`config.mk`:
```
export PLATFORM = sky130hd
export DESIGN_NAME = mc_control
export DESIGN_NICKNAME = d
export VERILOG_FILES = /design/src/rtl/mc_control_pkg.sv /design/src/rtl/mc_control_mem_timer.sv /design/src/rtl/mc_control.sv
export SDC_FILE = /design/constraint.sdc
export NUM_CORES = 1
export LEC_CHECK = 0
export CORE_MARGIN = 2
export CORE_UTILIZATION = 40
export DETAILED_ROUTE_END_ITERATION = 10
export PLACE_DENSITY = 0.75
export RECOVER_POWER = 25
export SLEW_MARGIN = 30
export SYNTH_ARGS = -nofsm -noshare
export SYNTH_HDL_FRONTEND = slang
export SYNTH_SLANG_ARGS = --single-unit
```
`constraint.sdc`:
```
create_clock -name clk -period 3.6 [get_ports clk]
set_clock_uncertainty 0.15 [all_clocks]
set_input_delay 0.72 -clock clk [delete_from_list [all_inputs] [get_ports clk]]
set_output_delay 0.72 -clock clk [all_outputs]
set_load 0.01 [all_outputs]
```
`src/rtl/mc_control_pkg.sv`:
```
// Shared types and encodings for the multi-cycle MIPS main control unit.
package mc_control_pkg;

  typedef enum logic [3:0] {
    ST_RESET    = 4'd0,
    ST_FETCH    = 4'd1,
    ST_DECODE   = 4'd2,
    ST_EXEC_R   = 4'd3,
    ST_EXEC_I   = 4'd4,
    ST_MEM_ADDR = 4'd5,
    ST_MEM_RD   = 4'd6,
    ST_MEM_WR   = 4'd7,
    ST_WB_R     = 4'd8,
    ST_WB_I     = 4'd9,
    ST_WB_MEM   = 4'd10,
    ST_BRANCH   = 4'd11,
    ST_JUMP     = 4'd12,
    ST_JUMP_REG = 4'd13,
    ST_ERROR    = 4'd14
  } state_e;

  // Opcodes (IR[31:26])
  localparam logic [5:0] OP_RTYPE = 6'h00;
  localparam logic [5:0] OP_J     = 6'h02;
  localparam logic [5:0] OP_JAL   = 6'h03;
  localparam logic [5:0] OP_BEQ   = 6'h04;
  localparam logic [5:0] OP_BNE   = 6'h05;
  localparam logic [5:0] OP_ADDI  = 6'h08;
  localparam logic [5:0] OP_SLTI  = 6'h0A;
  localparam logic [5:0] OP_SLTIU = 6'h0B;
  localparam logic [5:0] OP_ANDI  = 6'h0C;
  localparam logic [5:0] OP_ORI   = 6'h0D;
  localparam logic [5:0] OP_XORI  = 6'h0E;
  localparam logic [5:0] OP_LUI   = 6'h0F;
  localparam logic [5:0] OP_LW    = 6'h23;
  localparam logic [5:0] OP_SW    = 6'h2B;

  // Function codes (IR[5:0])
  localparam logic [5:0] FN_JR = 6'h08;

  // ALU operation select, zero-extended onto alu_op
  localparam int unsigned ALUSEL_W = 4;
  localparam logic [3:0] ALU_ADD   = 4'd0;
  localparam logic [3:0] ALU_SUB   = 4'd1;
  localparam logic [3:0] ALU_FUNCT = 4'd2;
  localparam logic [3:0] ALU_SLT   = 4'd3;
  localparam logic [3:0] ALU_AND   = 4'd4;
  localparam logic [3:0] ALU_OR    = 4'd5;
  localparam logic [3:0] ALU_XOR   = 4'd6;
  localparam logic [3:0] ALU_LUI   = 4'd7;
  localparam logic [3:0] ALU_SLTU  = 4'd8;

  // PC source select
  localparam logic [1:0] PC_ALU    = 2'b00;
  localparam logic [1:0] PC_ALUOUT = 2'b01;
  localparam logic [1:0] PC_JUMP   = 2'b10;
  localparam logic [1:0] PC_RS     = 2'b11;

  // Register destination select
  localparam logic [1:0] RD_RT = 2'b00;
  localparam logic [1:0] RD_RD = 2'b01;
  localparam logic [1:0] RD_RA = 2'b10;

  // ALU B operand select
  localparam logic [1:0] SRCB_RT     = 2'b00;
  localparam logic [1:0] SRCB_FOUR   = 2'b01;
  localparam logic [1:0] SRCB_IMM    = 2'b10;
  localparam logic [1:0] SRCB_IMM_SH = 2'b11;

  // States that wait on the memory handshake
  function automatic logic is_wait_state(input state_e s);
    return (s == ST_FETCH) || (s == ST_MEM_RD) || (s == ST_MEM_WR);
  endfunction

endpackage

```
`src/rtl/mc_control_mem_timer.sv`:
```
// Memory wait counter: counts cycles without ready and flags a timeout.
module mc_mem_timer #(
  parameter int unsigned MEM_TIMEOUT = 15
) (
  input  logic clk,
  input  logic rst_n,
  input  logic clear,
  input  logic enable,
  input  logic ready,
  output logic timeout
);

  localparam int unsigned CNT_W = (MEM_TIMEOUT > 1) ? $clog2(MEM_TIMEOUT) : 1;

  logic [CNT_W-1:0] cnt_q;
  logic [CNT_W-1:0] cnt_d;

  // Clear on state entry, otherwise count each enabled cycle without ready
  always_comb begin
    cnt_d = cnt_q;
    if (clear) begin
      cnt_d = '0;
    end else if (enable && !ready) begin
      cnt_d = cnt_q + CNT_W'(1);
    end
  end

  // Counter register
  always_ff @(posedge clk) begin
    if (!rst_n) begin
      cnt_q <= '0;
    end else begin
      cnt_q <= cnt_d;
    end
  end

  // Fires on the cycle whose missing ready makes the count reach MEM_TIMEOUT
  assign timeout = enable && !ready && (cnt_q == CNT_W'(MEM_TIMEOUT - 1));

endmodule

```
`src/rtl/mc_control.sv`:
```
// Multi-cycle MIPS main control FSM with memory timeout and stall hold.
// Optional performance counters enabled by defining MC_CONTROL_PERF_EN.
module mc_control
  import mc_control_pkg::*;
#(
  parameter int unsigned ALUOP_W     = 5,
  parameter int unsigned MEM_TIMEOUT = 15
) (
  input  logic               clk,
  input  logic               rst_n,
  input  logic [5:0]         opcode,
  input  logic [5:0]         funct,
  input  logic               zero,
  input  logic               mem_ready,
  input  logic               stall,
  output logic               pc_we,
  output logic               ir_we,
  output logic               reg_write,
  output logic               mem_read,
  output logic               mem_write,
  output logic               mem_to_reg,
  output logic               i_or_d,
  output logic               alu_src_a,
  output logic               is_jal,
  output logic [1:0]         pc_src,
  output logic [1:0]         reg_dst,
  output logic [1:0]         alu_src_b,
  output logic [ALUOP_W-1:0] alu_op,
  output logic [3:0]         state,
  output logic               instr_done,
  output logic               illegal_op,
`ifdef MC_CONTROL_PERF_EN
  output logic [31:0]        cycle_count,
  output logic [31:0]        instr_count,
`endif
  output logic               mem_err
);

  state_e              state_q, state_d;
  logic                mem_err_q, mem_err_d;
  logic [ALUSEL_W-1:0] alu_sel;
  logic                timeout_c;
  logic                tmr_clear_c;
  logic                tmr_enable_c;

  // Wait-cycle counter for the memory handshake
  assign tmr_enable_c = is_wait_state(state_q) && !stall;
  assign tmr_clear_c  = (state_d != state_q);

  mc_mem_timer #(
    .MEM_TIMEOUT (MEM_TIMEOUT)
  ) u_timer (
    .clk     (clk),
    .rst_n   (rst_n),
    .clear   (tmr_clear_c),
    .enable  (tmr_enable_c),
    .ready   (mem_ready),
    .timeout (timeout_c)
  );

  // State and sticky error registers
  always_ff @(posedge clk) begin
    if (!rst_n) begin
      state_q   <= ST_RESET;
      mem_err_q <= 1'b0;
    end else begin
      state_q   <= state_d;
      mem_err_q <= mem_err_d;
    end
  end

  // Next-state and per-state datapath strobes
  always_comb begin
    state_d    = state_q;
    mem_err_d  = mem_err_q | timeout_c;
    pc_we      = 1'b0;
    ir_we      = 1'b0;
    reg_write  = 1'b0;
    mem_read   = 1'b0;
    mem_write  = 1'b0;
    mem_to_reg = 1'b0;
    i_or_d     = 1'b0;
    alu_src_a  = 1'b0;
    is_jal     = 1'b0;
    pc_src     = PC_ALU;
    reg_dst    = RD_RT;
    alu_src_b  = SRCB_RT;
    alu_sel    = ALU_ADD;
    instr_done = 1'b0;
    illegal_op = 1'b0;

    case (state_q)
      ST_RESET: state_d = ST_FETCH;
      ST_FETCH: begin
        mem_read  = 1'b1;
        alu_src_b = SRCB_FOUR;
        if (timeout_c) begin
          state_d = ST_ERROR;
        end else if (mem_ready) begin
          ir_we   = 1'b1;
          pc_we   = 1'b1;
          state_d = ST_DECODE;
        end
      end
      ST_DECODE: begin
        alu_src_b = SRCB_IMM_SH;
        case (opcode)
          OP_RTYPE: state_d = (funct == FN_JR) ? ST_JUMP_REG : ST_EXEC_R;
          OP_ADDI, OP_SLTI, OP_SLTIU, OP_ANDI,
          OP_ORI, OP_XORI, OP_LUI: state_d = ST_EXEC_I;
          OP_LW, OP_SW:            state_d = ST_MEM_ADDR;
          OP_BEQ, OP_BNE:          state_d = ST_BRANCH;
          OP_J, OP_JAL:            state_d = ST_JUMP;
          default: begin
            illegal_op = 1'b1;
            instr_done = 1'b1;
            state_d    = ST_FETCH;
          end
        endcase
      end
      ST_EXEC_R: begin
        alu_src_a = 1'b1;
        alu_sel   = ALU_FUNCT;
        state_d   = ST_WB_R;
      end
      ST_EXEC_I: begin
        alu_src_a = 1'b1;
        alu_src_b = SRCB_IMM;
        case (opcode)
          OP_SLTI:  alu_sel = ALU_SLT;
          OP_SLTIU: alu_sel = ALU_SLTU;
          OP_ANDI:  alu_sel = ALU_AND;
          OP_ORI:   alu_sel = ALU_OR;
          OP_XORI:  alu_sel = ALU_XOR;
          OP_LUI:   alu_sel = ALU_LUI;
          default:  alu_sel = ALU_ADD;
        endcase
        state_d = ST_WB_I;
      end
      ST_MEM_ADDR: begin
        alu_src_a = 1'b1;
        alu_src_b = SRCB_IMM;
        state_d   = (opcode == OP_SW) ? ST_MEM_WR : ST_MEM_RD;
      end
      ST_MEM_RD: begin
        mem_read = 1'b1;
        i_or_d   = 1'b1;
        if (timeout_c) begin
          state_d = ST_ERROR;
        end else if (mem_ready) begin
          state_d = ST_WB_MEM;
        end
      end
      ST_MEM_WR: begin
        mem_write = 1'b1;
        i_or_d    = 1'b1;
        if (timeout_c) begin
          state_d = ST_ERROR;
        end else if (mem_ready) begin
          instr_done = 1'b1;
          state_d    = ST_FETCH;
        end
      end
      ST_WB_R: begin
        reg_write  = 1'b1;
        reg_dst    = RD_RD;
        instr_done = 1'b1;
        state_d    = ST_FETCH;
      end
      ST_WB_I: begin
        reg_write  = 1'b1;
        instr_done = 1'b1;
        state_d    = ST_FETCH;
      end
      ST_WB_MEM: begin
        reg_write  = 1'b1;
        mem_to_reg = 1'b1;
        instr_done = 1'b1;
        state_d    = ST_FETCH;
      end
      ST_BRANCH: begin
        alu_src_a  = 1'b1;
        alu_sel    = ALU_SUB;
        pc_src     = PC_ALUOUT;
        pc_we      = (opcode == OP_BNE) ? !zero : zero;
        instr_done = 1'b1;
        state_d    = ST_FETCH;
      end
      ST_JUMP: begin
        pc_we  = 1'b1;
        pc_src = PC_JUMP;
        if (opcode == OP_JAL) begin
          reg_write = 1'b1;
          reg_dst   = RD_RA;
          is_jal    = 1'b1;
        end
        instr_done = 1'b1;
        state_d    = ST_FETCH;
      end
      ST_JUMP_REG: begin
        pc_we      = 1'b1;
        pc_src     = PC_RS;
        instr_done = 1'b1;
        state_d    = ST_FETCH;
      end
      ST_ERROR: state_d = ST_ERROR;
      default:  state_d = ST_ERROR;
    endcase

    // Stall or reset suppresses every side-effecting strobe; stall also holds state
    if (stall || !rst_n) begin
      pc_we      = 1'b0;
      ir_we      = 1'b0;
      reg_write  = 1'b0;
      mem_write  = 1'b0;
      mem_read   = 1'b0;
      instr_done = 1'b0;
      illegal_op = 1'b0;
    end
    if (stall) begin
      state_d   = state_q;
      mem_err_d = mem_err_q;
    end
  end

  assign alu_op  = ALUOP_W'(alu_sel);
  assign state   = state_q;
  assign mem_err = mem_err_q;

`ifdef MC_CONTROL_PERF_EN
  logic [31:0] cycle_count_q, cycle_count_d;
  logic [31:0] instr_count_q, instr_count_d;

  // Free-running cycle and retired-instruction counters
  always_comb begin
    cycle_count_d = cycle_count_q + 32'd1;
    instr_count_d = instr_count_q + 32'(instr_done);
  end

  // Counter registers
  always_ff @(posedge clk) begin
    if (!rst_n) begin
      cycle_count_q <= '0;
      instr_count_q <= '0;
    end else begin
      cycle_count_q <= cycle_count_d;
      instr_count_q <= instr_count_d;
    end
  end

  assign cycle_count = cycle_count_q;
  assign instr_count = instr_count_q;
`endif

endmodule

```
After elaboration in Yosys (flattened, before gate mapping)
Cells that the tools add are included.

cells by class
  $add $sub $neg = 1
  equality and inequality tests = 29
  multiplexer cells = 40
  bitwise operators = 2
  reduce and logical (&&, ||, !) cells = 26

operator list
  cell                   count
  $eq A6 B4 Y1 const B   8
  $mux W4                8
  $pmux W4 S8            1
  $eq A4 B4 Y1 const B   7
  $pmux W4 S6            1
  $mux W1                21
  $pmux W4 S5            1
  $eq A4 B3 Y1 const B   4
  $reduce_or A2 Y1       8
  $reduce_or A14 Y1      1
  $reduce_or A7 Y1       2
  $eq A6 B2 Y1 const B   2
  $eq A6 B3 Y1 const B   2
  $eq A6 B6 Y1 const B   2
  $pmux W2 S3            2
  $pmux W4 S3            1
  $eq A4 B2 Y1 const B   2
  $logic_not A6 Y1       1
  $pmux W1 S3            2
  $reduce_or A6 Y1       1
  $add A4 B1 Y4 const B  1
  $eq A4 B1 Y1 const B   1
  $logic_not A1 Y1       4
  $logic_not A4 Y1       1
  other kinds (10)       14

word-level totals
  bits in registers = 9
  input bits = 17
  output and inout bits = 27
  logic and storage cells = 101

Longest topological paths before layout
  word-level depth = 11
  mapped depth = 8
  mapped depth without buffers = 8

By module
A second synthesis with hierarchy kept.

unflattened totals
  cells, all modules = 166
  area, all modules = 1134.8 um^2

by module, submodules not included
  module        times used  cells an instance  area each (um^2)  seq. area each (um^2)
  mc_control    1           143                930.9             100.1
  mc_mem_timer  1           23                 203.9             80.1

Worst setup path before layout
OpenSTA, ideal clock, no wires.

  path kind = input to output
  start point = in opcode[3]
  end point = out pc_we
  data arrival time = 1.766 ns
  required time = 2.730 ns
  setup slack = 0.964 ns
  stages on the path = 6
  path buffers = 1
  cells stage by stage = clkbuf_1 nor4_1 nand2_1 xor2_1 o21ai_0 a31o_2

between the ends
  cells in the longest elaborated chain, start to end = 4

RTL lines
  item                line               source
  start: declaration  mc_control.sv:11   input logic [5:0] opcode,
  $eq A6 B3 Y1        mc_control.sv:185  pc_we = (opcode == OP_BNE) ? !zero : zero;
  $mux W1             mc_control.sv:185
  $pmux W1 S3         mc_control.sv:92   case (state_q)
  $mux W1             mc_control.sv:211  if (stall || !rst_n) begin
  end: declaration    mc_control.sv:16   output logic pc_we,

No other way between the ends.

Worst setup path in the final report
  start point = in opcode[0]
  end point = out reg_write

between the ends
  cells in the longest elaborated chain, start to end = 4

RTL lines
  item              line               source
  $eq A6 B2 Y1      mc_control.sv:192  if (opcode == OP_JAL) begin
  $mux W1           mc_control.sv:192
  $pmux W1 S2       mc_control.sv:92
  $mux W1           mc_control.sv:211
  end: declaration  mc_control.sv:18   output logic reg_write,

No other way between the ends.

==> metrics.yaml <==
run_status:
  outcome: "complete, no violations"
timing:
  period_share_pct: 96.35
  timing.setup.tns_ps: 0
  setup_violations: 0
  relSlewSlack_pct: 46.51
  hold_viol: 0
  fmax_mhz: 288.3
  rsz0062_at_grt: "no"
  tightest_slew_ps: 797.6
  finalCriticalPeriod_ps: 3468
  finalMaxSlewViolations: 0
synth:
  yosys.area_share.adder_pct: 2.336
  synth.area.top_cells: "dfxtp_1 (17%), nor2_1 (8.1%), o21ai_0 (6.1%), nand2_1 (4.9%), a21oi_1 (4.7%)"
  synth.area.mux_share_pct: 0
  synth_top_area_share_pct: 16.82
  synth_nets: 179
  synthArstFlopShare_pct: 0
  synthSimpleGateAreaFrac_pct: 37.73
  syn_area_per_cell_um2: 6.694
  synth_top_family_by_area: "simple AND/OR/NAND/NOR gates"
  synth_commonest_cells: "nor2_1 (23), nand2_1 (14), o21ai_0 (13)"
  yosysMostFrequentCell: "nor2_1"
  ys_seq_area_share_pct: 16.82
  synth_cells: 160
  synthXorXnorAreaFrac_pct: 3.271
  ys_types: 50
  synth_top_area_cell: "dfxtp_1"
  synth_edf_count: 0
  synth_area_um2: 1071
  synth_compound_area_share_pct: 31.78
  ys.flop_type: "dfxtp_1"
  ys_warn_count: 0
  synth-seq-cells: 9
global_route:
  first_global_vias: 1263
  antenna_found_initial: 0
  grt_pass1_wl_um: 5733
  overflow: 0
  grt_max_degree: 19
  grt_usage_pct: 22.49
floorplan:
  rows: 18
  dieHeight_um: 55.75
  die_w_um: 55.75
  core_area_um2: 2500
  start_util_pct: 42.84
  dieArea_um2: 3108
  io_pins: 44
worst_setup_path:
  cp_data_required_time_ps: 2730
  crit_buf_inv: 2
  critPathLaunchType: "input port"
  worstSetupPathType: "input port to primary output"
  critPathSlowestCell: "clkdlybuf4s50_1"
  crit_chain: "clkdlybuf4s50_1, nand3b_1, nor2_1, and4_1, o21a_1, clkdlybuf4s50_1"
  reg2reg_setup_slack_ps: 970
  crit_top_cell: "clkdlybuf4s50_1"
  worstRegToRegCells: 7
  regToRegEndpoint: "u_timer.cnt_q[1]"
  crit_family: "buffers and inverters"
  max_stage_delay_ps: 660
  cp.arrival_ps: 2600
  end_kind: "primary output"
  r2r-start: "state[2]"
  worstPathMaxFanout: 10
power:
  p_leak_nw: 0.6473
  power_density_nw_per_um2: 192.6
  vdd_drop_max_mv: 0.2104
clocking:
  cts_sinks: 9
  insertion_delay_ps: 270
  post_cts_buffers: 0
  clkSlewWorstSetupHoldPaths_ps: 60
  cts_made_buffers: 3
  clock-root-buffer: "clkbuf_4"
  cts_max_level: 1
  ctsHoldBuffers: 0
  cts_max_path_buffers: 2
  cts_tree: "done"
worst_hold_path:
  hp-start: "mem_err"
  min_to: "mem_err"
  hold_depth: 1
  min_path_type: "flip-flop to flip-flop"
routing:
  num_vias: 1431
  ant_nets: 0
  wire_per_inst_um: 14.65
  first_pass_iters: 5
  initialDrtViolationCount: 91
  drc: 0
  via_per_inst: 5.987
  routed_wl_um: 3502
cells_and_area:
  final-instance-count-excl-fill: 239
  drive_gt1_share_pct: 11.48
  n_antenna_cell: 0
  finalNetCount: 229
  fill_cells: 243
  area_growth_pct: 48.72
placement:
  hpwl_um: 2703
  dpl.cell_count: 235
  gp_congestion: 0.9464
  io_buffer_count: 42
job:
  drv_cap: 0
==> metal layers <==
layer | global-route usage [%] | up-vias | routed length, um
met5 | 0 | - | 0
met3 | 1.860 | 9 | 297
met2 | 38.95 | 92 | 1727
met4 | 8.362 | 0 | 63
li1 | - | 675 | -
met1 | 28.83 | 655 | 1413
==> state kept, by name, indices dropped and copies added, names as in the netlist <==
name,cells
mem_err,1
state,4
u_timer.cnt_q,4
==> area by class of cell <==
type	count	area (um^2)	share of cell area, %
clock buffers	4	26.28	1.650
multi-input cells	134	797.0	50.04
repair buffers	57	533.0	33.46
flip-flops and latches	9	180.2	11.31
well taps	30	37.54	2.357
inverters	5	18.77	1.178
==> timing repair <==
action,CTS,global route
resized for setup,0,5
setup endpoints to repair,0,1
hold endpoints to repair,0,0
==> layout by cell type (no fill, tap or decap), types with 3 or more instances in the layout <==
| cell type | synthesis | layout |
|---|---|---|
| inv_1 | 4 | 4 |
| nor2b_1 | 5 | 5 |
| a21oi_1 | 10 | 10 |
| clkbuf_4 | 0 | 3 |
| a31oi_1 | 3 | 3 |
| dfxtp_1 | 9 | 9 |
| a211oi_1 | 2 | 3 |
| nand2_1 | 14 | 14 |
| clkdlybuf4s50_1 | 0 | 35 |
| o21ai_0 | 13 | 12 |
| dlygate4sd3_1 | 0 | 4 |
| buf_4 | 2 | 13 |
| nand4_1 | 3 | 3 |
| o21a_1 | 4 | 4 |
| nand2b_1 | 5 | 5 |
| nor3_1 | 8 | 8 |
| xor2_1 | 3 | 3 |
| dlymetal6s2s_1 | 0 | 3 |
| clkbuf_1 | 6 | 3 |
| o21ai_1 | 3 | 4 |
| nor2_1 | 23 | 23 |
==> kinds of logic (layout without fill, tap and decap cells) <==
logic type,Yosys count,after routing
xor+xnor,4,4
compound gates,50,50
flops,9,9
simple gates,77,77
buf+inv,17,66
fa+ha+maj,2,2
other cells,1,1
==> power by group <==
part           internal, mW  total, mW  switching (mW)
Combinational        0.0587      0.114          0.0555
Sequential            0.102      0.112         0.00996
Clock                0.0429     0.0803          0.0374
Total                 0.204      0.307           0.103
==> through the flow <==
step	hold WS, ps	total power, mW	worst slack (ps)	area, um^2	utilization [%]
finish	309.2	0.3068	131.6	1593	63.71
global route	342.3	0.3225	21.77	1593	63.71
CTS	318.9	0.3090	7.990	1604	64.16
detailed placement	305.9	0.2295	14.19	1578	63.11
global placement	304.4	0.2278	51.23	1578	63.11
floorplan	328.7	0.1708	963.9	1071	-
==> worst max path at each step <==
| stage | from | end | slack, ps | cells after the start |
|---|---|---|---|---|
| after floorplan | opcode[3] | pc_we | 960 | 6 |
| after detailed placement | opcode[1] | pc_we | 10 | 8 |
| after global routing | opcode[3] | alu_op[0] | 20 | 7 |
| final | opcode[0] | reg_write | 130 | 6 |
| after global placement | opcode[1] | pc_we | 50 | 8 |
| after CTS | opcode[1] | pc_we | 8 | 8 |
Note: power is estimated with default switching activity, not from simulation.
